## src/rtl/seq_alu.sv

```systemverilog
// Multicycle ALU: single-cycle logic/add/sub, iterative shift-add multiply and restoring divide.
// Define SEQ_ALU_EARLY_TERM_EN to let multiplies finish once the remaining multiplier bits are zero.
module seq_alu #(
    parameter int unsigned WIDTH = 32
) (
    input  logic                 clk,
    input  logic                 rst_n,
    input  logic                 start,
    input  logic [WIDTH-1:0]     a,
    input  logic [WIDTH-1:0]     b,
    input  logic [2:0]           sel,
    output logic                 ready,
    output logic                 done,
    output logic [2*WIDTH-1:0]   res,
    output logic                 zeroFlag,
    output logic                 carryFlag,
    output logic                 dbzFlag
);

    localparam int unsigned CNT_W = $clog2(WIDTH) + 1;
    localparam int unsigned RES_W = 2 * WIDTH;

    localparam logic [2:0] OP_ADD  = 3'b000;
    localparam logic [2:0] OP_SUB  = 3'b001;
    localparam logic [2:0] OP_MUL  = 3'b010;
    localparam logic [2:0] OP_DIV  = 3'b011;
    localparam logic [2:0] OP_AND  = 3'b100;
    localparam logic [2:0] OP_OR   = 3'b101;
    localparam logic [2:0] OP_NAND = 3'b110;
    localparam logic [2:0] OP_CLR  = 3'b111;

    typedef enum logic [1:0] {
        S_IDLE = 2'b00,
        S_CALC = 2'b01,
        S_DONE = 2'b10
    } state_t;

    state_t             state_q, state_d;
    logic [2:0]         sel_q, sel_d;
    logic [WIDTH-1:0]   mplr_q, mplr_d;     // multiplier (shifted right) or divisor
    logic [RES_W-1:0]   mcand_q, mcand_d;   // multiplicand, shifted left each step
    logic [RES_W-1:0]   acc_q, acc_d;       // product, or {remainder, dividend/quotient}
    logic [CNT_W-1:0]   cnt_q, cnt_d;
    logic [RES_W-1:0]   res_q, res_d;
    logic               zero_q, zero_d;
    logic               carry_q, carry_d;
    logic               dbz_q, dbz_d;
    logic               ready_q, ready_d;
    logic               done_q, done_d;

    logic [WIDTH:0]     add_sum;
    logic [WIDTH:0]     sub_diff;
    logic [RES_W-1:0]   mul_acc_nx;
    logic [WIDTH:0]     rem_sh;
    logic [WIDTH:0]     div_diff;
    logic               div_ge;
    logic [WIDTH-1:0]   rem_nx;
    logic [RES_W-1:0]   div_acc_nx;
    logic               mul_last;
    logic               calc_last;

    logic               load_res;
    logic [RES_W-1:0]   res_new;
    logic               carry_new;
    logic               dbz_new;

    assign add_sum  = {1'b0, a} + {1'b0, b};
    assign sub_diff = {1'b0, a} - {1'b0, b};

    // One shift-add multiply step and one restoring divide step.
    assign mul_acc_nx = acc_q + (mplr_q[0] ? mcand_q : {RES_W{1'b0}});
    assign rem_sh     = acc_q[RES_W-1:WIDTH-1];
    assign div_diff   = rem_sh - {1'b0, mplr_q};
    assign div_ge     = ~div_diff[WIDTH];
    assign rem_nx     = div_ge ? div_diff[WIDTH-1:0] : rem_sh[WIDTH-1:0];
    assign div_acc_nx = {rem_nx, acc_q[WIDTH-2:0], div_ge};

    assign calc_last = (cnt_q == CNT_W'(1));
`ifdef SEQ_ALU_EARLY_TERM_EN
    assign mul_last = calc_last || (mplr_q[WIDTH-1:1] == {(WIDTH-1){1'b0}});
`else
    assign mul_last = calc_last;
`endif

    // Next-state, datapath and result-load logic.
    always_comb begin
        state_d   = state_q;
        sel_d     = sel_q;
        mplr_d    = mplr_q;
        mcand_d   = mcand_q;
        acc_d     = acc_q;
        cnt_d     = cnt_q;
        res_d     = res_q;
        zero_d    = zero_q;
        carry_d   = carry_q;
        dbz_d     = dbz_q;
        load_res  = 1'b0;
        res_new   = {RES_W{1'b0}};
        carry_new = 1'b0;
        dbz_new   = 1'b0;

        case (state_q)
            S_IDLE: begin
                if (start) begin
                    sel_d = sel;
                    cnt_d = CNT_W'(WIDTH);
                    case (sel)
                        OP_ADD: begin
                            load_res  = 1'b1;
                            res_new   = {{WIDTH{1'b0}}, add_sum[WIDTH-1:0]};
                            carry_new = add_sum[WIDTH];
                        end
                        OP_SUB: begin
                            load_res  = 1'b1;
                            res_new   = {{WIDTH{1'b0}}, sub_diff[WIDTH-1:0]};
                            carry_new = sub_diff[WIDTH];
                        end
                        OP_MUL: begin
                            mcand_d = {{WIDTH{1'b0}}, a};
                            mplr_d  = b;
                            acc_d   = {RES_W{1'b0}};
                            state_d = S_CALC;
`ifdef SEQ_ALU_EARLY_TERM_EN
                            if ((a == {WIDTH{1'b0}}) || (b == {WIDTH{1'b0}})) begin
                                load_res = 1'b1;
                            end
`endif
                        end
                        OP_DIV: begin
                            if (b == {WIDTH{1'b0}}) begin
                                load_res = 1'b1;
                                res_new  = {a, {WIDTH{1'b1}}};
                                dbz_new  = 1'b1;
                            end else begin
                                mplr_d  = b;
                                acc_d   = {{WIDTH{1'b0}}, a};
                                state_d = S_CALC;
                            end
                        end
                        OP_AND: begin
                            load_res = 1'b1;
                            res_new  = {{WIDTH{1'b0}}, a & b};
                        end
                        OP_OR: begin
                            load_res = 1'b1;
                            res_new  = {{WIDTH{1'b0}}, a | b};
                        end
                        OP_NAND: begin
                            load_res = 1'b1;
                            res_new  = {{WIDTH{1'b0}}, ~(a & b)};
                        end
                        OP_CLR: begin
                            load_res = 1'b1;
                        end
                        default: begin
                            load_res = 1'b1;
                        end
                    endcase
                end
            end
            S_CALC: begin
                cnt_d = cnt_q - CNT_W'(1);
                if (sel_q == OP_MUL) begin
                    acc_d   = mul_acc_nx;
                    mcand_d = mcand_q << 1;
                    mplr_d  = mplr_q >> 1;
                    if (mul_last) begin
                        load_res = 1'b1;
                        res_new  = mul_acc_nx;
                    end
                end else begin
                    acc_d = div_acc_nx;
                    if (calc_last) begin
                        load_res = 1'b1;
                        res_new  = div_acc_nx;
                    end
                end
            end
            S_DONE: begin
                state_d = S_IDLE;
            end
            default: begin
                state_d = S_IDLE;
            end
        endcase

        if (load_res) begin
            state_d = S_DONE;
            res_d   = res_new;
            zero_d  = (res_new == {RES_W{1'b0}});
            carry_d = carry_new;
            dbz_d   = dbz_new;
        end
    end

    assign ready_d = (state_d == S_IDLE);
    assign done_d  = (state_d == S_DONE);

    // State and output registers, synchronous active-low reset.
    always_ff @(posedge clk) begin
        if (!rst_n) begin
            state_q <= S_IDLE;
            sel_q   <= 3'b000;
            mplr_q  <= {WIDTH{1'b0}};
            mcand_q <= {RES_W{1'b0}};
            acc_q   <= {RES_W{1'b0}};
            cnt_q   <= {CNT_W{1'b0}};
            res_q   <= {RES_W{1'b0}};
            zero_q  <= 1'b0;
            carry_q <= 1'b0;
            dbz_q   <= 1'b0;
            ready_q <= 1'b1;
            done_q  <= 1'b0;
        end else begin
            state_q <= state_d;
            sel_q   <= sel_d;
            mplr_q  <= mplr_d;
            mcand_q <= mcand_d;
            acc_q   <= acc_d;
            cnt_q   <= cnt_d;
            res_q   <= res_d;
            zero_q  <= zero_d;
            carry_q <= carry_d;
            dbz_q   <= dbz_d;
            ready_q <= ready_d;
            done_q  <= done_d;
        end
    end

    assign ready     = ready_q;
    assign done      = done_q;
    assign res       = res_q;
    assign zeroFlag  = zero_q;
    assign carryFlag = carry_q;
    assign dbzFlag   = dbz_q;

endmodule

```

## config.mk

```make
export PLATFORM = sky130hd
export DESIGN_NAME = seq_alu
export DESIGN_NICKNAME = d
export VERILOG_FILES = /design/src/rtl/seq_alu.sv
export SDC_FILE = /design/constraint.sdc
export NUM_CORES = 1
export LEC_CHECK = 0
export CORE_MARGIN = 4
export CORE_UTILIZATION = 40
export CTS_CLUSTER_SIZE = 8
export DETAILED_ROUTE_END_ITERATION = 12
export SLEW_MARGIN = 5
export SYNTH_ARGS = -nofsm -noshare
export SYNTH_HDL_FRONTEND = slang
export SYNTH_SLANG_ARGS = --single-unit
```

## constraint.sdc

```tcl
create_clock -name clk -period 4.35 [get_ports clk]
set_input_delay 0.87 -clock clk [delete_from_list [all_inputs] [get_ports clk]]
set_output_delay 0.87 -clock clk [all_outputs]
set_load 0.02 [all_outputs]
```

==> metrics.md <==
| Metric | Value |
|---|---|
| Status | finished with violations |
| Violated checks | setup timing |
| Largest net degree at the start of global routing | 92 |
| Initial Utilization | 0.407 |
| Clock Latency Late Sink | just under 0.6 ns |
| Hold-fix buffers, CTS | 0 |
| Worst hold path type | reg2reg |
| Root buffer cell | clkbuf_16 |
| Final worst-path cycle share | 1.05 |
| Final Max Slew Viols | 0 |
| DR vias | between 20000 and 30000 |
| Share of cells above drive strength 1 | 0.297 |
| Sequential share of the synthesized area | 0.212 |
| Initial DRC Count | between 2000 and 3000 |
| Die X | between 200 and 250 um |
| Total power | between 8000 and 9000 uW |
| Final cell utilization of the core | 0.604 |
| CP Class | reg2reg |
| Final Critical Period | roughly 4.6 ns |
| First-pass DRT Iterations | 6 |
| Minimum hold slack | 0.452 ns |
| Multi-input logic area | around 18000 sq um |
| Max Cap Viol | 0 |
| Worst EP required | about 4.8 ns |
| Area of the mapped netlist | about 23000 sq um |
| RD Place Congestion | between 1 and 1.5 |
| Die Ht | 246 um |
| Initial antenna violation count | 5 |
| Post-DP HPWL | about 100 mm |
| Fin cells | ~4800 |
| Slowest library cell on the worst path | a31oi_1 |
| DRC Markers | 0 |
| Clock slew at reported path FFs | about 0.06 ns |
| Clock skew | ~0.05 ns |
| Cell count after placement | 4763 |
| Top area cells in the synthesized netlist | dfxtp_1, ha_1, a21oi_1 |
| Fmax | 220 MHz |
| Worst-margin pin slew | between 1 and 1.5 ns |
| Slew headroom | 0.306 |
| Hold Violations, Final | 0 |
| IR Drop Worst-Case VDD | 314 uV |
| Critical-path cell list | buf_12, buf_4, and2_1, ha_2, buf_4, nand2_1, buf_4, nor2_1, buf_4, o21ai_0, a211oi_1, nor3_1, buf_4, xnor2_1, nor2_1, a31oi_1, a22oi_2, and4_1, nand4_1, a211o_1, o41ai_2 |
| Net Count, Synth | between 3000 and 4000 |
| Crit path largest cell delay | 0.59 ns |
| Core ar. | approximately 56000 sq um |
| Top_reg_cell synth | dfxtp_1 |
| Number of global-route vias before repair | around 28000 |
| Final net count | about 4400 |
| Post-synth EDFFs | 0 |
| Port Buf Inserts | 138 |
| Die ar. | between 60000 and 70000 sq um |
| P_leak | about 0.015 uW |
| Register area | between 4000 and 5000 sq um |
| Bufs on Longest Clock Path | 3 |
| DRT Wirelength | 123 mm |
| CP Launch Type | flip-flop |
| First-pass GRT wire length | 178 mm |
| Distinct cells, synth | slightly above 90 |
| Crit-path most repeated cell | buf_4 |
| # IOs | between 100 and 150 |
| CTS tree | done |
| Fill cells | 5224 |
| RSZ-0062 raised after global routing | yes |
| Drt wl/cell | ~25 um |
| DR vias/cell | slightly below 6 |
| Crit path DAT | approximately 5.0 ns |
| PnR worst setup slack | -0.204 ns |
| TritonCTS buffer count | 36 |
| Async SR Flop Fraction | 0 |
| Worst setup EP type | flip-flop |
| Area delta synth->final | 48.2% |
| Synth area leader | dfxtp_1 |
| Post-route ant nets | 0 |
| H-tree levels | 2 |
| # clock sinks | 240 |
| Final setup violating endpoints | 1 |
| Cell Pwr Density | roughly 240 nW/um^2 |
| Tot GR Track Use | 0.391 |
| Synth warnings | 0 |
| Row cnt | 86 |
| Flops & latches, synth | 240 |
| Crit Path Max Fanout | 9 |
| Syn_area_per_cell | ~7.0 sq um |
| Post-synth top area share | 0.212 |
| Syn Inst Count | 3227 |
| GRT overflow | 0 |
timing repair:
| item | in CTS | in global routing |
|---|---|---|
| buffers inserted | 31 | 3 |
| endpoints found under the setup margin | 14 | 4 |
| hold endpoints to repair | 0 | 0 |
| cloned | 1 | 0 |
| pin swaps | 73 | 24 |
| gates resized for setup | 301 | 41 |
final timing paths:
check | from | end | slack [ns] | depth (start not counted)
setup / recovery | mplr_q[0] | zeroFlag | -0.20 | 21
hold / removal | res[14] | res[14] | 0.45 | 2
setup reg to reg | mplr_q[0] | zeroFlag | -0.20 | 21
hold reg to reg | res[14] | res[14] | 0.45 | 2
critical path: cells and delay by family (launching register included):
kind / cells / cell delay (ns)
compound gates: 6 / 1.45
xor+xnor: 1 / 0.31
fa+ha+maj: 1 / 0.38
buf+inv: 6 / 0.92
flops: 1 / 0.38
simple gates: 7 / 0.98
state kept, by name (all words and copies together), names as in the netlist, 2 cells and up:
signal and cells:
acc_q 64, mcand_q 64, res 64, mplr_q 32, cnt_q 6, sel_q 3
state_q 2
logic make-up after synthesis:
group           after synthesis  synth area share
xor+xnor                    139            0.0541
compound gates             1049             0.298
flops                       240             0.212
mux                          40            0.0182
fa+ha+maj                   204             0.114
simple gates               1185             0.240
buf+inv                     370            0.0640
placed cells by master (no fill, tap or decap), types with 22 or more instances in the layout:
| cell | count |
|---|---|
| mux2i_1 | 33 |
| a21oi_2 | 33 |
| o21ai_0 | 166 |
| ha_4 | 22 |
| dfxtp_1 | 239 |
| nor3_1 | 54 |
| nor2_1 | 310 |
| xor2_1 | 39 |
| ha_1 | 169 |
| clkbuf_16 | 38 |
| and2_1 | 70 |
| a21o_1 | 45 |
| a21oi_1 | 313 |
| o211ai_1 | 61 |
| o22ai_1 | 36 |
| a211oi_1 | 38 |
| inv_1 | 136 |
| a221oi_1 | 33 |
| nand3_1 | 67 |
| xnor2_1 | 89 |
| a311oi_1 | 33 |
| buf_4 | 879 |
| o21a_1 | 27 |
| a22oi_1 | 38 |
| clkdlybuf4s50_1 | 109 |
| nand4_1 | 61 |
| nand2_1 | 440 |
power by group:
| part | switching [uW] | internal (uW) |
|---|---|---|
| Sequential | 64.4 | 2290 |
| Clock | 1070 | 1540 |
| Combinational | 1740 | 1340 |
metal layers:
metal / up-vias / global-route usage / wire [um]
met1: 13625 / 0.454 / 46100
met3: 449 / 0.0758 / 10300
met4: 4 / 0.299 / 11700
li1: 13345 / - / -
met5: - / 0 / 22
met2: 1399 / 0.637 / 54800
cell usage after synthesis, drive strengths merged, types with 8 or more instances:
cell       n
mux2i     34
nand2    443
a21o      46
nand4     61
or3       21
and4       8
nor2b     18
o21ai    188
o22ai     36
or2       10
and2      76
nor4      35
a221o      9
inv      150
a22oi     42
a31oi     26
nand3     71
buf       52
nor3      64
o31ai     25
xnor2     96
o21a      27
a2111oi    8
xor2      43
o221ai     9
ha       200
a21boi    15
nand2b    21
a221oi    41
nor2     322
a211oi    46
dfxtp    240
clkbuf   168
a311oi    37
a21oi    357
o21bai    16
a211o      8
o211ai    61
cell type report:
class / instances / area share
inverter: 150 / 0.0170
timing repair buffer: 1042 / 0.248
clock buffer: 40 / 0.0285
multi-input combinational: 2617 / 0.534
tap: 748 / 0.0279
antenna: 2 / 0.000149
sequential: 240 / 0.143
clock inverter: 3 / 0.000782
through the flow:
stage                     setup TNS [ns]  area (sq um)  worst slack [ns]
after floorplan                        0         22700            0.0219
after global placement             -9.95         30800             -1.46
after detailed placement          -10.37         30800             -1.50
after CTS                        -0.0487         33400           -0.0487
after global routing              -0.329         33600            -0.303
final                             -0.204         33600            -0.204
No activity file was read; power rests on OpenSTA's default activity.
